$ cat src/rtl/bit_serial_accumulator.sv
// bit_serial_accumulator: weights each incoming bit-plane partial sum by 2^bit and
// accumulates IN_BITS planes into one MAC result. The result is handed off on a
// valid/ready handshake.
// Optional feature macro: SIGNED_INPUT_EN. When it is defined, the activations are
// two's complement and the MSB plane is subtracted.
module bit_serial_accumulator #(
    parameter int PSUM_W  = 12,
    parameter int IN_BITS = 8,
    parameter int ACC_W   = PSUM_W + IN_BITS,
    parameter int IDX_W   = $clog2(IN_BITS)
) (
    input  logic              clk_i,
    input  logic              rst_n_i,
    input  logic              start_i,
    input  logic              clr_i,
    input  logic              in_valid_i,
    input  logic [PSUM_W-1:0] psum_i,
    output logic              busy_o,
    output logic [IDX_W-1:0]  bit_idx_o,
    output logic              out_valid_o,
    input  logic              out_ready_i,
    output logic [ACC_W-1:0]  result_o
);

    typedef enum logic [1:0] {IDLE, ACCUM, DONE} state_t;

    localparam logic [IDX_W-1:0] LAST = IDX_W'(IN_BITS - 1);

    state_t             state_q, state_d;
    logic [ACC_W-1:0]   acc_q, acc_d;
    logic [ACC_W-1:0]   result_q, result_d;
    logic [IDX_W-1:0]   idx_q, idx_d;
    logic [ACC_W-1:0]   term;
    logic [ACC_W-1:0]   acc_sum;

    // Zero-extend the plane sum and weight it by its bit position; add or subtract it.
    always_comb begin
        term    = {{(ACC_W-PSUM_W){1'b0}}, psum_i} << idx_q;
`ifdef SIGNED_INPUT_EN
        acc_sum = (idx_q == LAST) ? (acc_q - term) : (acc_q + term);
`else
        acc_sum = acc_q + term;
`endif
    end

    // Next-state logic. clr overrides everything, and result is never cleared by it.
    always_comb begin
        state_d  = state_q;
        acc_d    = acc_q;
        idx_d    = idx_q;
        result_d = result_q;
        if (clr_i) begin
            state_d = IDLE;
            acc_d   = '0;
            idx_d   = '0;
        end else begin
            case (state_q)
                IDLE: begin
                    if (start_i) begin
                        state_d = ACCUM;
                        acc_d   = '0;
                        idx_d   = '0;
                    end
                end
                ACCUM: begin
                    if (in_valid_i) begin
                        acc_d = acc_sum;
                        if (idx_q == LAST) begin
                            state_d  = DONE;
                            result_d = acc_sum;
                            idx_d    = '0;
                        end else begin
                            idx_d = idx_q + 1'b1;
                        end
                    end
                end
                DONE: begin
                    // A start on the handshake cycle chains straight into the next MAC.
                    if (out_ready_i) begin
                        state_d = start_i ? ACCUM : IDLE;
                        acc_d   = '0;
                        idx_d   = '0;
                    end
                end
                default: begin
                    state_d = IDLE;
                    acc_d   = '0;
                    idx_d   = '0;
                end
            endcase
        end
    end

    // State, accumulator and result registers.
    always_ff @(posedge clk_i or negedge rst_n_i) begin
        if (!rst_n_i) begin
            state_q  <= IDLE;
            acc_q    <= '0;
            idx_q    <= '0;
            result_q <= '0;
        end else begin
            state_q  <= state_d;
            acc_q    <= acc_d;
            idx_q    <= idx_d;
            result_q <= result_d;
        end
    end

    assign busy_o      = (state_q == ACCUM);
    assign out_valid_o = (state_q == DONE);
    assign bit_idx_o   = idx_q;
    assign result_o    = result_q;

endmodule

$ cat config.mk
export PLATFORM = sky130hd
export DESIGN_NAME = bit_serial_accumulator
export DESIGN_NICKNAME = d
export VERILOG_FILES = /design/src/rtl/bit_serial_accumulator.sv
export SDC_FILE = /design/constraint.sdc
export NUM_CORES = 1
export LEC_CHECK = 0
export CAP_MARGIN = 20
export CORE_MARGIN = 4
export CORE_UTILIZATION = 43
export DETAILED_ROUTE_END_ITERATION = 8
export GPL_ROUTABILITY_DRIVEN = 0
export GPL_TIMING_DRIVEN = 0
export HOLD_SLACK_MARGIN = 0.1
export PLACE_DENSITY_LB_ADDON = 0.12
export SLEW_MARGIN = 5
export SYNTH_ARGS = -nofsm -noshare
export SYNTH_HDL_FRONTEND = slang
export SYNTH_SLANG_ARGS = --single-unit
$ cat constraint.sdc
create_clock -name clk_i -period 3.9 [get_ports clk_i]
set_clock_uncertainty 0.2 [all_clocks]
set_input_delay 0.39 -clock clk_i [delete_from_list [all_inputs] [get_ports clk_i]]
set_output_delay 0.39 -clock clk_i [all_outputs]
set_load 0.03 [all_outputs]
# After elaboration in Yosys (flattened, before gate mapping)

Cells that the tools add are included.

Flip-flop bits (word level): 45
Output and inout port bits: 25
Input bits: 18
Logic and storage cells: 37

Equal/unequal tests: 7
Add/subtract/negate cells: 2
Bitwise gates (word level): 1
Shift operators: 1
Multiplexer cells: 18
Reduce and logical (&&, ||, !) cells: 4

Operators with widths:

| cell                  | number |
|---|---|
| $mux W20              | 4 |
| $pmux W20 S3          | 1 |
| $add A20 B20 Y20      | 1 |
| $shl A12 B3 Y20       | 1 |
| $mux W3               | 5 |
| $mux W2               | 5 |
| $pmux W3 S3           | 1 |
| $reduce_and A4 Y1     | 2 |
| $ne A3 B2 Y1 const B  | 2 |
| $ne A3 B3 Y1 const B  | 2 |
| $pmux W2 S3           | 1 |
| $add A3 B1 Y3 const B | 1 |
| $eq A3 B3 Y1 const B  | 1 |
| $reduce_and A3 Y1     | 1 |
| $eq A2 B1 Y1 const B  | 1 |
| $eq A2 B2 Y1 const B  | 1 |
| $logic_not A2 Y1      | 1 |
| $mux W1               | 1 |
| $not A1 Y1            | 1 |

# Longest topological paths before layout

Word-level depth: 5
Depth in mapped cells: 15
Gate-level depth less buffers: 13

# Worst setup path before layout

OpenSTA, ideal clock, no wires.

Path kind: register to register
Start: register idx_q[1], in the netlist bit_idx_o[1]
End: register result_q[16], in the netlist result_o[16]
Library setup time: 0.125 ns
Arrival: 3.249 ns
Clock period less this slack: 3.574 ns
Stages on the path, launching flop included: 15
Data required time: 3.575 ns
Slack: 0.326 ns
Path buffers: 2
Path through: dfrtp_1 clkbuf_1 clkbuf_1 mux2i_1 nand2_1 o21ai_0 o22ai_1 ha_1 o211ai_1 a21oi_1 o2111ai_1 o211ai_1 a31oi_1 xnor2_1 mux2_2

Longest elaborated chain between the ends: 2
Elaborated cells on any way between the ends: 4
Classes of those cells: 1 x add/sub; 1 x eq/ne; 1 x shift; 1 x reduce/logical

RTL lines:

| element                                                      | RTL line | text |
|---|---|---|
| from (decl)                                                  | 32       | `logic [IDX_W-1:0] idx_q, idx_d;` |
| from (signal assigned)                                       | 104      | `idx_q <= idx_d;` |
| $shl A12 B3 Y20 / $eq A3 B3 Y1 (equally long branches)       | 38, 68   |  |
| $add A20 B20 Y20 / $reduce_and A4 Y1 (equally long branches) | n/a      |  |
| to (signal assigned)                                         | 105      | `result_q <= result_d;` |
| to (decl)                                                    | 31       | `logic [ACC_W-1:0] result_q, result_d;` |

Several ways; a longest one is shown, not always the timed one.
A chain may end at the register's enable or synchronous reset.

# Worst setup path in the final report

Start: register idx_q[2], in the netlist bit_idx_o[2]
End: register result_q[16], in the netlist result_o[16]

Same word-level chain as after synthesis.

==> results.cfg <==
[power]
ir_worst_vdd_v = 0.000332
powerDensity_mw_per_mm2 = 530
power_switching_uw = 861
pwr-share-comb_pct = 52.1
pwr-share-seq_pct = 29.3
p_int_mw = 1.14
p_leak_nw = 1.66
power.switching_fraction_pct = 43.0
pwr-share-clk_pct = 18.6

[die]
die_area_mm2 = 0.00859
row_count = 30
top_level_ports = 43
core_mm2 = 0.00687
die_h_um = 92.7
initial_core_util_pct = 44.9
die_x_um = 92.7

[placed_design]
hpwlAfterDp_um = 6030
portBuffers = 42
place_area_mm2 = 0.00364

[timing]
max_freq_ghz = 0.271
tightest_slew_ns = 0.790
slew_headroom_pct = 46.8
finalSetupViolCount = 0
min_period_ns = 3.70
drv_slew = 0
hold_violations = 0
min_period_over_period_pct = 94.8

[clocking]
root_buffer = clkbuf_8
cts_made_buffers = 5
cts_tree = done
numClockSinks = 45
path_clk_slew_ns = 0.10
clk_path_buf_depth = 2
htreeDepth = 2
clock_latency_ns = 0.30

[cells_and_area]
multi_input_area_mm2 = 0.00185
layout-drive-gt1-share_pct = 12.7
final.fill_count = 625
syn_to_final_growth_pct = 22.5
diodes = 0
fin_util_pct = 55.0
final-seq-area_mm2 = 0.00113
design_area_mm2 = 0.00378
nNetsFinal = 425

[drt]
first_iter_violations = 136
dr.pass1.iters = 4
drc_errors = 0
via_per_inst = 5.47
wl_per_cell_um = 16.2
vias = 2635
ant_nets = 0
wl_um = 7810

[yosys]
netlist_area_mm2 = 0.00308
seq_area_frac_synth_pct = 36.5
ys_types = 52
ys_ff_latch = 45
syn_inst = 334
synth-async-reset-ratio_pct = 100
yosys_warnings = 0
synth.top_cell.area_share_pct = 36.5
synth_area_per_cell_um2 = 9.23
synthTopCellsByArea = dfrtp_1 37%, ha_1 8.5%, mux2_2 6.6%
synth_nets = 374
synth_edf_count = 0
yosysTopAreaCell = dfrtp_1
synth_ff_type = dfrtp_1

[worst_setup_path]
cp_max_fo = 10
critical_path.max_stage_delay_ns = 0.41
critPathBufInv = 3
crit_required_ns = 3.90
critical_path.endpoint_type = flop
cp_cell_sequence = clkbuf_1 > clkbuf_2 > nor3_1 > ha_1 > inv_1 > fa_1 > nand2b_1 > a21oi_1 > o2111ai_1 > o211ai_1 > a31oi_1 > xnor2_1 > mux2_2
cp.arrival_ns = 3.69
critPathSlowestCell = dfrtp_1
cp_top_family = compound AO/OA/AOI/OAI gates
critPathLaunchType = flop
path_class = reg -> reg

[global_route]
antenna_found_initial = 0
grt_pass1_wl_um = 13100
grt_pass1_vias = 2625
grt_util_all_layers_pct = 19.2
grt_max_degree = 31
grt-ovfl-total = 0

[min_path]
hp-class = reg -> reg

[run_status]
outcome = finished, final reports clean

[flow_run]
max_cap_violations = 0
[through the flow]
step                      setup TNS (ns)  hold slack, ns  total power, mW  worst slack, ns  instances
after CTS                              0           0.292             2.00           0.0848        481
after global routing             -0.0242           0.311             2.16          -0.0242        482
after floorplan                        0          -0.106             1.36            0.326        334
after global placement            -0.225           0.265             1.60           -0.124        472
final                                  0           0.286             2.00            0.204        482
after detailed placement          -0.509           0.152             1.62           -0.186        473
[repair_timing]
| action | in CTS | in global routing |
|---|---|---|
| hold buffers | 1 | 0 |
| endpoints found under the hold margin | 15 | 0 |
| buffers inserted | 0 | 1 |
| gates resized for setup | 1 | 7 |
| endpoints found under the setup margin | 8 | 10 |
| pin swaps | 0 | 1 |
[worst paths after layout]
kind | startpoint | end | slack, ns | cells past startpoint
hold reg to reg | result_o[1] | result_o[1] | 0.29 | 2
setup reg to reg | bit_idx_o[2] | result_o[16] | 0.20 | 13
hold / removal | result_o[1] | result_o[1] | 0.29 | 2
setup / recovery | bit_idx_o[2] | result_o[16] | 0.20 | 13
min in group asynchronous | rst_n_i | state_q[0] | 0.34 | 2
max in group asynchronous | rst_n_i | acc_q[4] | 2.65 | 3
[worst register-to-register path, stage by stage, from the launching register on]
cell       delay [ns]
dfrtp_1          0.41
clkbuf_1         0.23
clkbuf_2         0.24
nor3_1           0.27
ha_1             0.23
inv_1            0.06
fa_1             0.39
nand2b_1         0.18
a21oi_1          0.21
o2111ai_1        0.27
o211ai_1         0.32
a31oi_1          0.15
xnor2_1          0.17
mux2_2           0.27
[layer usage]
| layer | track usage (%) | wire length, um | up-vias | share of wire [%] |
|---|---|---|---|---|
| li1 | - | - | 1308 | - |
| met1 | 27.1 | 3810 | 1251 | 49 |
| met2 | 30.7 | 3520 | 70 | 45 |
| met3 | 3.41 | 407 | 6 | 5.2 |
| met4 | 4.03 | 65 | 0 | 0.83 |
| met5 | 0 | 0 | - | 0 |
[placed cells by master (no fill, tap or decap), types with 4 or more instances in the layout]
| master | n |
|---|---|
| xor2_1 | 6 |
| xnor2_1 | 12 |
| a21oi_1 | 13 |
| inv_1 | 6 |
| nand3_1 | 8 |
| mux2i_1 | 7 |
| clkdlybuf4s50_1 | 41 |
| o22ai_1 | 4 |
| a22o_1 | 10 |
| o21ai_0 | 29 |
| clkbuf_1 | 12 |
| o31ai_1 | 10 |
| o211ai_1 | 4 |
| nand2_1 | 47 |
| ha_1 | 20 |
| nor2b_1 | 4 |
| dfrtp_1 | 44 |
| nand2b_1 | 6 |
| nor2_1 | 16 |
| a21o_1 | 7 |
| clkbuf_8 | 5 |
| mux2_2 | 18 |
[cells by family after synthesis]
group,share of synthesized area (%)
multiplexers,8.85
AND/OR/NAND/NOR,14.2
adder cells (fa/ha/maj),9.17
AO/OA/AOI/OAI,22.7
flip-flops,36.5
buffers and inverters,3.49
XOR/XNOR,5.11
[cell type report]
class / count / share of cell area, %
Inverter: 7 / 0.696
Clock buffer: 5 / 1.82
Buffer: 18 / 2.19
Timing Repair Buffer: 45 / 12.0
Sequential cell: 45 / 29.9
Clock inverter: 3 / 1.23
Tap cell: 96 / 3.18
Multi-Input combinational cell: 263 / 49.0
[sequential cells by signal, indices dropped and copies added, names as in the netlist]
| signal | count |
|---|---|
| acc_q | 20 |
| state_q | 2 |
| result_o | 20 |
| bit_idx_o | 3 |
[power groups by stage]
stage | registers (mW) | logic [mW] | clock network (mW)
global placement | 0.589 | 1.01 | 0
CTS | 0.587 | 1.04 | 0.380
global route | 0.597 | 1.17 | 0.398
finish | 0.587 | 1.04 | 0.372
detailed placement | 0.590 | 1.03 | 0
floorplan | 0.587 | 0.770 | 0
[synthesized netlist by cell type (4+ instances only)]
| library cell | count |
|---|---|
| nor2b_1 | 4 |
| xnor2_1 | 12 |
| o21ai_0 | 29 |
| mux2i_1 | 7 |
| inv_1 | 6 |
| clkbuf_1 | 15 |
| a21o_1 | 7 |
| nand3_1 | 8 |
| nand2b_1 | 6 |
| ha_1 | 21 |
| nand2_1 | 47 |
| a22o_1 | 10 |
| o211ai_1 | 4 |
| a21oi_1 | 13 |
| nor2_1 | 16 |
| xor2_1 | 6 |
| dfrtp_1 | 45 |
| o22ai_1 | 4 |
| o31ai_1 | 10 |
| mux2_2 | 18 |
No activity file was read; power rests on OpenSTA's default activity.
